### src/rtl/fifo_uart_tx_if.sv
// fifo_uart_tx_if: read-port bundle between a sync FIFO and its drain stage.
//   fifo_empty  FIFO empty flag
//   fifo_data   registered read data, valid the cycle after fifo_rd_en
//   fifo_rd_en  single-cycle read strobe from the drain stage
// master = the reader (fifo_uart_tx), slave = the FIFO.
interface fifo_uart_tx_if;
    logic       fifo_empty;
    logic [7:0] fifo_data;
    logic       fifo_rd_en;

    modport master (input fifo_empty, input fifo_data, output fifo_rd_en);
    modport slave  (output fifo_empty, output fifo_data, input fifo_rd_en);
endinterface

### src/rtl/fifo_uart_tx.sv
// fifo_uart_tx: pops bytes from a sync FIFO and sends each one as a serial
// frame (start bit, 8 data bits LSB first, optional even parity, stop bit).
// Optional feature macro: FIFO_TX_PARITY_EN adds an even-parity bit after
// the data bits (11-bit frame instead of 10).
// Ports:
//   clk        system clock, rising edge
//   reset      asynchronous active-high reset
//   tx_en      permits starting new frames; a started frame always completes
//   fifo       FIFO read port (fifo_uart_tx_if.master)
//   tx         serial line, registered, idles high
//   busy       high whenever the FSM is not in IDLE
//   frame_cnt  completed-frame count, wraps
//
// state  | meaning
// IDLE   | line high, waiting for tx_en && !fifo_empty
// READ   | fifo_rd_en pulse
// WAIT   | FIFO read data valid; captured on exit
// START  | start bit (tx = 0)
// DATA   | 8 data bits, LSB first
// PARITY | even parity of the byte (FIFO_TX_PARITY_EN only)
// STOP   | stop bit (tx = 1); frame_cnt bumps on exit
module fifo_uart_tx #(
    parameter int CLKS_PER_BIT = 16,
    parameter int CNT_WIDTH    = 16
) (
    input  logic                 clk,
    input  logic                 reset,
    input  logic                 tx_en,
    fifo_uart_tx_if.master       fifo,
    output logic                 tx,
    output logic                 busy,
    output logic [CNT_WIDTH-1:0] frame_cnt
);
    localparam int                BAUD_W    = $clog2(CLKS_PER_BIT);
    localparam logic [BAUD_W-1:0] BAUD_LAST = BAUD_W'(CLKS_PER_BIT - 1);

    typedef enum logic [2:0] {
        IDLE   = 3'd0,
        READ   = 3'd1,
        WAIT   = 3'd2,
        START  = 3'd3,
        DATA   = 3'd4,
`ifdef FIFO_TX_PARITY_EN
        PARITY = 3'd6,
`endif
        STOP   = 3'd5
    } state_t;

    state_t               state, state_n;
    logic [7:0]           shift_q, shift_n;
    logic [2:0]           bit_q, bit_n;
    logic [BAUD_W-1:0]    baud_q, baud_n;
    logic [CNT_WIDTH-1:0] cnt_n;
    logic                 tx_n;
    logic                 rd_n;
    logic                 baud_done;
`ifdef FIFO_TX_PARITY_EN
    logic                 parity_q, parity_n;
`endif

    assign baud_done = (baud_q == BAUD_LAST);
    assign busy      = (state != IDLE);

    always_ff @(posedge clk or posedge reset) begin
        if (reset) begin
            state           <= IDLE;
            shift_q         <= '0;
            bit_q           <= '0;
            baud_q          <= '0;
            frame_cnt       <= '0;
            tx              <= 1'b1;
            fifo.fifo_rd_en <= 1'b0;
`ifdef FIFO_TX_PARITY_EN
            parity_q        <= 1'b0;
`endif
        end else begin
            state           <= state_n;
            shift_q         <= shift_n;
            bit_q           <= bit_n;
            baud_q          <= baud_n;
            frame_cnt       <= cnt_n;
            tx              <= tx_n;
            fifo.fifo_rd_en <= rd_n;
`ifdef FIFO_TX_PARITY_EN
            parity_q        <= parity_n;
`endif
        end
    end

    always_comb begin
        state_n  = state;
        shift_n  = shift_q;
        bit_n    = bit_q;
        baud_n   = baud_q;
        cnt_n    = frame_cnt;
`ifdef FIFO_TX_PARITY_EN
        parity_n = parity_q;
`endif
        case (state)
            IDLE: begin
                if (tx_en && !fifo.fifo_empty) state_n = READ;
            end
            READ: state_n = WAIT;
            WAIT: begin
                shift_n  = fifo.fifo_data;
                baud_n   = '0;
`ifdef FIFO_TX_PARITY_EN
                parity_n = ^fifo.fifo_data;
`endif
                state_n  = START;
            end
            START: begin
                if (baud_done) begin
                    baud_n  = '0;
                    bit_n   = '0;
                    state_n = DATA;
                end else begin
                    baud_n = baud_q + 1'b1;
                end
            end
            DATA: begin
                if (baud_done) begin
                    baud_n  = '0;
                    shift_n = {1'b0, shift_q[7:1]};
                    if (bit_q == 3'd7) begin
`ifdef FIFO_TX_PARITY_EN
                        state_n = PARITY;
`else
                        state_n = STOP;
`endif
                    end else begin
                        bit_n = bit_q + 1'b1;
                    end
                end else begin
                    baud_n = baud_q + 1'b1;
                end
            end
`ifdef FIFO_TX_PARITY_EN
            PARITY: begin
                if (baud_done) begin
                    baud_n  = '0;
                    state_n = STOP;
                end else begin
                    baud_n = baud_q + 1'b1;
                end
            end
`endif
            STOP: begin
                if (baud_done) begin
                    baud_n  = '0;
                    cnt_n   = frame_cnt + 1'b1;
                    state_n = IDLE;
                end else begin
                    baud_n = baud_q + 1'b1;
                end
            end
            default: state_n = IDLE;
        endcase

        // tx and the read strobe are registered from the next state so they
        // change on the edge that enters each state or bit.
        rd_n = (state_n == READ);
        case (state_n)
            START:   tx_n = 1'b0;
            DATA:    tx_n = shift_n[0];
`ifdef FIFO_TX_PARITY_EN
            PARITY:  tx_n = parity_n;
`endif
            default: tx_n = 1'b1;
        endcase
    end
endmodule

### src/flat_wrapper.sv
// flat-port wrapper written by rule: the top's interface ports become plain ports
module fifo_uart_tx_flat 
#(
    parameter int CLKS_PER_BIT = 16,
    parameter int CNT_WIDTH    = 16
)
  (clk, reset, tx_en, tx, busy, frame_cnt, fifo_fifo_empty, fifo_fifo_data, fifo_fifo_rd_en);
  fifo_uart_tx_if fifo_i ();
  input  logic clk;
  input  logic reset;
  input  logic tx_en;
  output logic tx;
  output logic busy;
  output logic [CNT_WIDTH-1:0] frame_cnt;
  input wire logic [$bits(fifo_i.fifo_empty)-1:0] fifo_fifo_empty;
  input wire logic [$bits(fifo_i.fifo_data)-1:0] fifo_fifo_data;
  output wire logic [$bits(fifo_i.fifo_rd_en)-1:0] fifo_fifo_rd_en;
  assign fifo_i.fifo_empty = fifo_fifo_empty;
  assign fifo_i.fifo_data = fifo_fifo_data;
  assign fifo_fifo_rd_en = fifo_i.fifo_rd_en;
  fifo_uart_tx #(.CLKS_PER_BIT(CLKS_PER_BIT), .CNT_WIDTH(CNT_WIDTH)) u_core (.clk(clk), .reset(reset), .tx_en(tx_en), .fifo(fifo_i), .tx(tx), .busy(busy), .frame_cnt(frame_cnt));
endmodule
### config.mk
export PLATFORM = sky130hd
export DESIGN_NAME = fifo_uart_tx_flat
export DESIGN_NICKNAME = d
export VERILOG_FILES = /design/src/rtl/fifo_uart_tx_if.sv /design/src/rtl/fifo_uart_tx.sv /design/src/flat_wrapper.sv
export SDC_FILE = /design/constraint.sdc
export NUM_CORES = 1
export LEC_CHECK = 0
export ABC_AREA = 0
export BUFFER_PORTS_ARGS = -buffer_cell sky130_fd_sc_hd__buf_4
export CAP_MARGIN = 25
export CORE_MARGIN = 5
export CORE_UTILIZATION = 49
export CTS_CLUSTER_SIZE = 30
export DETAILED_ROUTE_END_ITERATION = 8
export HOLD_SLACK_MARGIN = 0.15
export PLACE_DENSITY = 0.8
export RECOVER_POWER = 50
export SKIP_CTS_REPAIR_TIMING = 1
export SYNTH_ARGS = -nofsm -noshare
export SYNTH_HDL_FRONTEND = slang
export SYNTH_SLANG_ARGS = --single-unit
export TNS_END_PERCENT = 50
### constraint.sdc
create_clock -name clk -period 1.4 [get_ports clk]
set_input_delay 0.21 -clock clk [delete_from_list [all_inputs] [get_ports clk]]
set_output_delay 0.21 -clock clk [all_outputs]
set_load 0.05 [all_outputs]
==> results.md <==
- The placed instances occupy a cell area of 2330 um2.
- The signal on the critical path passes through buf_6 -> or3_4 -> buf_8.
- The number of synthesized flops with an enable pin is 0.
- STA puts the critical path data arrival time at 1.46 ns.
- The clock net in this run drives a total of 36 sinks.
- After detailed routing, the total wire length is 4980 um.
- The buffer levels on the longest clock path is 2.
- The count of boundary I/O pins is 31.
- Of the total power, combinational logic draws 0.387.
- For this run, the total global-route usage over all layers was measured as 0.178.
- Between clock sinks in the finished design, the worst skew comes to 0.0114 ns.
- Synthesis produced 169 cells.
- Of the total synthesized cell area, the portion taken by full adders, half adders and majority gates is 0.0286.
- The fraction of synthesis flops using an asynchronous set or reset pin is 1.00.
- The remaining max-slew budget at the tightest pin is 0.421.
- Entering global routing, the biggest net connects 37 pins.
- Using the TritonRoute via totals, the vias-per-cell ratio works out to about 5.6.
- Once detail routing completed, the nets flagged for antenna violations numbered 0.
- The number of nets in the layout is roughly 270.
- The final worst-path cycle share is 1.19.
- STA classifies the critical path startpoint as a flip-flop.
- The clock tree synthesis step divided the H-tree into 2 levels.
- Setup repair after global routing could not meet its margin everywhere.
- The number of global-route vias before repair is between 1500 and 2000.
- At the end of routability-driven placement, the weighted congestion stood at 0.858.
- Global routing finished with a remaining overflow of 0.
- The fraction of synthesized area in multiplexers is 0.0186.
- The CTS clock-pin slew for the worst setup and hold paths is around 0.11 ns.
- By instance count, the leading cell after synthesis is sky130_fd_sc_hd__dfrtp_1.
- In this run, synthesis produced a sequential element count of 36.
- The share of the core filled with cells is 0.815.
- TritonCTS built the clock tree.
- During synthesis, Yosys emitted a total of 0 warnings.
- By area the synthesized netlist is led by sky130_fd_sc_hd__dfrtp_1, sky130_fd_sc_hd__xnor2_1, sky130_fd_sc_hd__nand2_1.
- The worst setup margin is -0.265 ns.
- OpenSTA, run right after detailed placement, puts the worst setup slack at -0.183 ns.
- At the pin with the least slew margin, the transition time is 0.868 ns.
- The maximum fanout count along the critical path is 7.
- The required time of the critical path is 1.19 ns.
- The synthesized-area fraction occupied by ao, oa, aoi and oai cells is 0.114.
- 0 antenna diodes ended up in the layout.
- The count of maximum capacitance violations is 0.
- The power per cell area is 1210 nW/um2.
- The vertical die dimension is 69.8 um.
- Together, buffers and inverters on the worst path number 2.
- The flow ran to the end, but the final reports show violations.
- In the final layout, the share of cells above drive strength 1 is 0.506.
- The clock tree root driver cell is sky130_fd_sc_hd__clkbuf_4.
- The clock period minus worst slack is 1.67 ns.
- For the final routed database, the setup TNS stands at -2.43 ns.
- The total CTS buffers is 5.
- The number of unique standard cell types used by synthesis is 41.
- Input and output buffers added on the ports amount to 30.
- Measured along the x axis, the die boundary spans around 70 um.
- The final count of pins violating max slew is 0.
- Counting instances, the worst hold path has a depth of 2.
- Of the total synthesized cell area, the portion taken by AND, OR, NAND and NOR gates is 0.225.
- In the final routed layout, each cell accounts on average for approximately 17 um.
- The kind of cell with the highest combined delay along the critical path is flip-flops.
- The internal portion of the total power is 2.15 mW.
- The largest vdd supply drop is 0.812 mV.
- The worst stage delay on the critical path is 0.48 ns.
- Counting the fill cells in the layout gives 168.
- The sort of element at the end of the critical path is a primary output.
- The placed wire-length estimate is about 3000 um.
- Ranked by instance count, the synthesized netlist is headed by sky130_fd_sc_hd__dfrtp_1, sky130_fd_sc_hd__nand2_1, sky130_fd_sc_hd__xnor2_1.
- The path category of the worst min-delay check is in2reg.
- The most used flip-flop cell after synthesis is sky130_fd_sc_hd__dfrtp_1.
- The initial antenna violation count is 0.
- After routing the design area is 2760 um2.
- The cell count of the worst reg-to-reg path is 6.
- The starting utilization of the core area is 0.517.
- The final-report hold violation count was 0.
- The total DRC errors in the routed layout is 0.
- For this block, the initial DRC count from the detailed router was between 70 and 80.
- Setup violations remaining at the end of the flow were counted as 31.
- Of the total synthesized cell area, the portion taken by XOR and XNOR cells is 0.0749.
- Of all cell types, the one taking the most synthesized area is sky130_fd_sc_hd__dfrtp_1.
- The checks that failed: negative setup slack.
- The worst setup path is of the reg2out kind.
- The synthesized netlist occupies a cell area of 1750 um2.
- The net switching power of the design is 1.18 mW.
- The slowest stage cell on the critical path is sky130_fd_sc_hd__dfrtp_2.
- The share of total power dissipated in sequential elements is 0.433.
- The initialized floorplan defines 21 standard-cell rows.
- The path length in cells of the critical path is 3.
- The highest clock frequency the design can meet is 601 MHz.
- The length of the first detailed-routing pass in iterations is 6.
- The first global-routing pass estimated 7130 um of wire.
- The floorplan core area is 3390 um2.
- The total vias in the final route is between 1500 and 2000.
- The static leakage is around 1.3 nW.
- The synthesized netlist net count is 185.
- Of the total power, the share spent switching nets is 0.355.
- From synthesis to final layout, the design area changed by 57.5%.
- The share of synthesized area in the top cell type comes to 0.500.
- The share of the Yosys chip area taken by registers is 0.515.
- The floorplan step defined a die boundary enclosing 4870 um2.
- The dominant combinational cell family by area after synthesis is simple AND/OR/NAND/NOR gates.
- The clock reaches the later pin of the worst-skew pair after ~0.34 ns.
- The average cell area after synthesis is roughly 10 um2.
- The share of total power dissipated in the clock network is 0.180.
==> sequential cells by signal (all words and copies together) (netlist names) <==
register	cells
u_core.state	3
u_core.shift_q	8
u_core.baud_q	4
u_core.tx	1
u_core.frame_cnt	16
u_core.bit_q	3
u_core.fifo.fifo_rd_en	1
==> power by group through the flow <==
| stage | combinational (mW) | sequential, mW | clock [mW] |
|---|---|---|---|
| floorplan | 0.610 | 1.45 | 0 |
| global placement | 0.975 | 1.43 | 0 |
| detailed placement | 1.04 | 1.43 | 0 |
| CTS | 1.05 | 1.41 | 0.606 |
| global route | 1.42 | 1.46 | 0.653 |
| finish | 1.29 | 1.44 | 0.599 |
==> cell families after synthesis <==
| logic type | Yosys count |
|---|---|
| XOR/XNOR | 15 |
| adder cells (fa/ha/maj) | 4 |
| AND/OR/NAND/NOR | 72 |
| multiplexers | 3 |
| flip-flops | 36 |
| AO/OA/AOI/OAI | 29 |
| buffers and inverters | 10 |
==> routing by layer <==
metal / share of wire / global-route usage
met1: 0.38 / 0.212
met2: 0.56 / 0.311
met3: 0.046 / 0.0435
met4: 0.017 / 0.0574
met5: 0 / 0
==> worst register-to-register path: stages, from the launching register on <==
cell	delay (ns)
sky130_fd_sc_hd__dfrtp_2	0.48
sky130_fd_sc_hd__buf_4	0.16
sky130_fd_sc_hd__nand2b_4	0.18
sky130_fd_sc_hd__buf_6	0.14
sky130_fd_sc_hd__nor3_4	0.11
sky130_fd_sc_hd__o21ai_2	0.09
sky130_fd_sc_hd__mux2_2	0.27
==> cell usage in the layout (no fill, tap or decap), types with 3 or more instances in the layout <==
master | Yosys | final
sky130_fd_sc_hd__dfrtp_2 | 0 | 13
sky130_fd_sc_hd__nand3_4 | 0 | 3
sky130_fd_sc_hd__dlygate4sd3_1 | 0 | 10
sky130_fd_sc_hd__nand3_1 | 10 | 6
sky130_fd_sc_hd__and3_1 | 4 | 3
sky130_fd_sc_hd__buf_4 | 0 | 58
sky130_fd_sc_hd__clkbuf_4 | 0 | 6
sky130_fd_sc_hd__nor2_1 | 4 | 3
sky130_fd_sc_hd__a22oi_1 | 6 | 5
sky130_fd_sc_hd__o21ai_0 | 8 | 4
sky130_fd_sc_hd__nand2_1 | 28 | 26
sky130_fd_sc_hd__xnor2_1 | 13 | 11
sky130_fd_sc_hd__nand4_1 | 3 | 3
sky130_fd_sc_hd__o21ai_1 | 0 | 3
sky130_fd_sc_hd__dfrtp_1 | 35 | 22
sky130_fd_sc_hd__buf_6 | 0 | 10
==> metrics by stage <==
step	power (mW)	hold WS (ns)	instances
after floorplan	2.06	0.292	169
after global placement	2.40	0.334	274
after detailed placement	2.48	0.343	274
after CTS	3.07	-0.0293	282
after global routing	3.53	0.152	299
final	3.33	0.160	299
==> cell type report <==
class	count	area [um2]	share of cell area
Clock inverter	1	7.51	0.00272
Timing Repair Buffer	83	716	0.259
Sequential cell	36	918	0.333
Tap cell	46	57.6	0.0208
Clock buffer	7	55.1	0.0199
Multi-Input combinational cell	123	996	0.361
Inverter	3	11.3	0.00408
==> final timing paths <==
path,slack (ns),end,from
min in group asynchronous,0.69,u_core.frame_cnt[4],reset
hold reg to reg,0.48,u_core.frame_cnt[15],u_core.frame_cnt[15]
setup reg to reg,-0.14,u_core.bit_q[0],u_core.state[1]
hold / removal,0.16,u_core.fifo.fifo_rd_en,tx_en
max in group asynchronous,0.11,u_core.state[1],reset
setup / recovery,-0.27,busy,u_core.state[1]
Power figures use the tool's default switching activity.
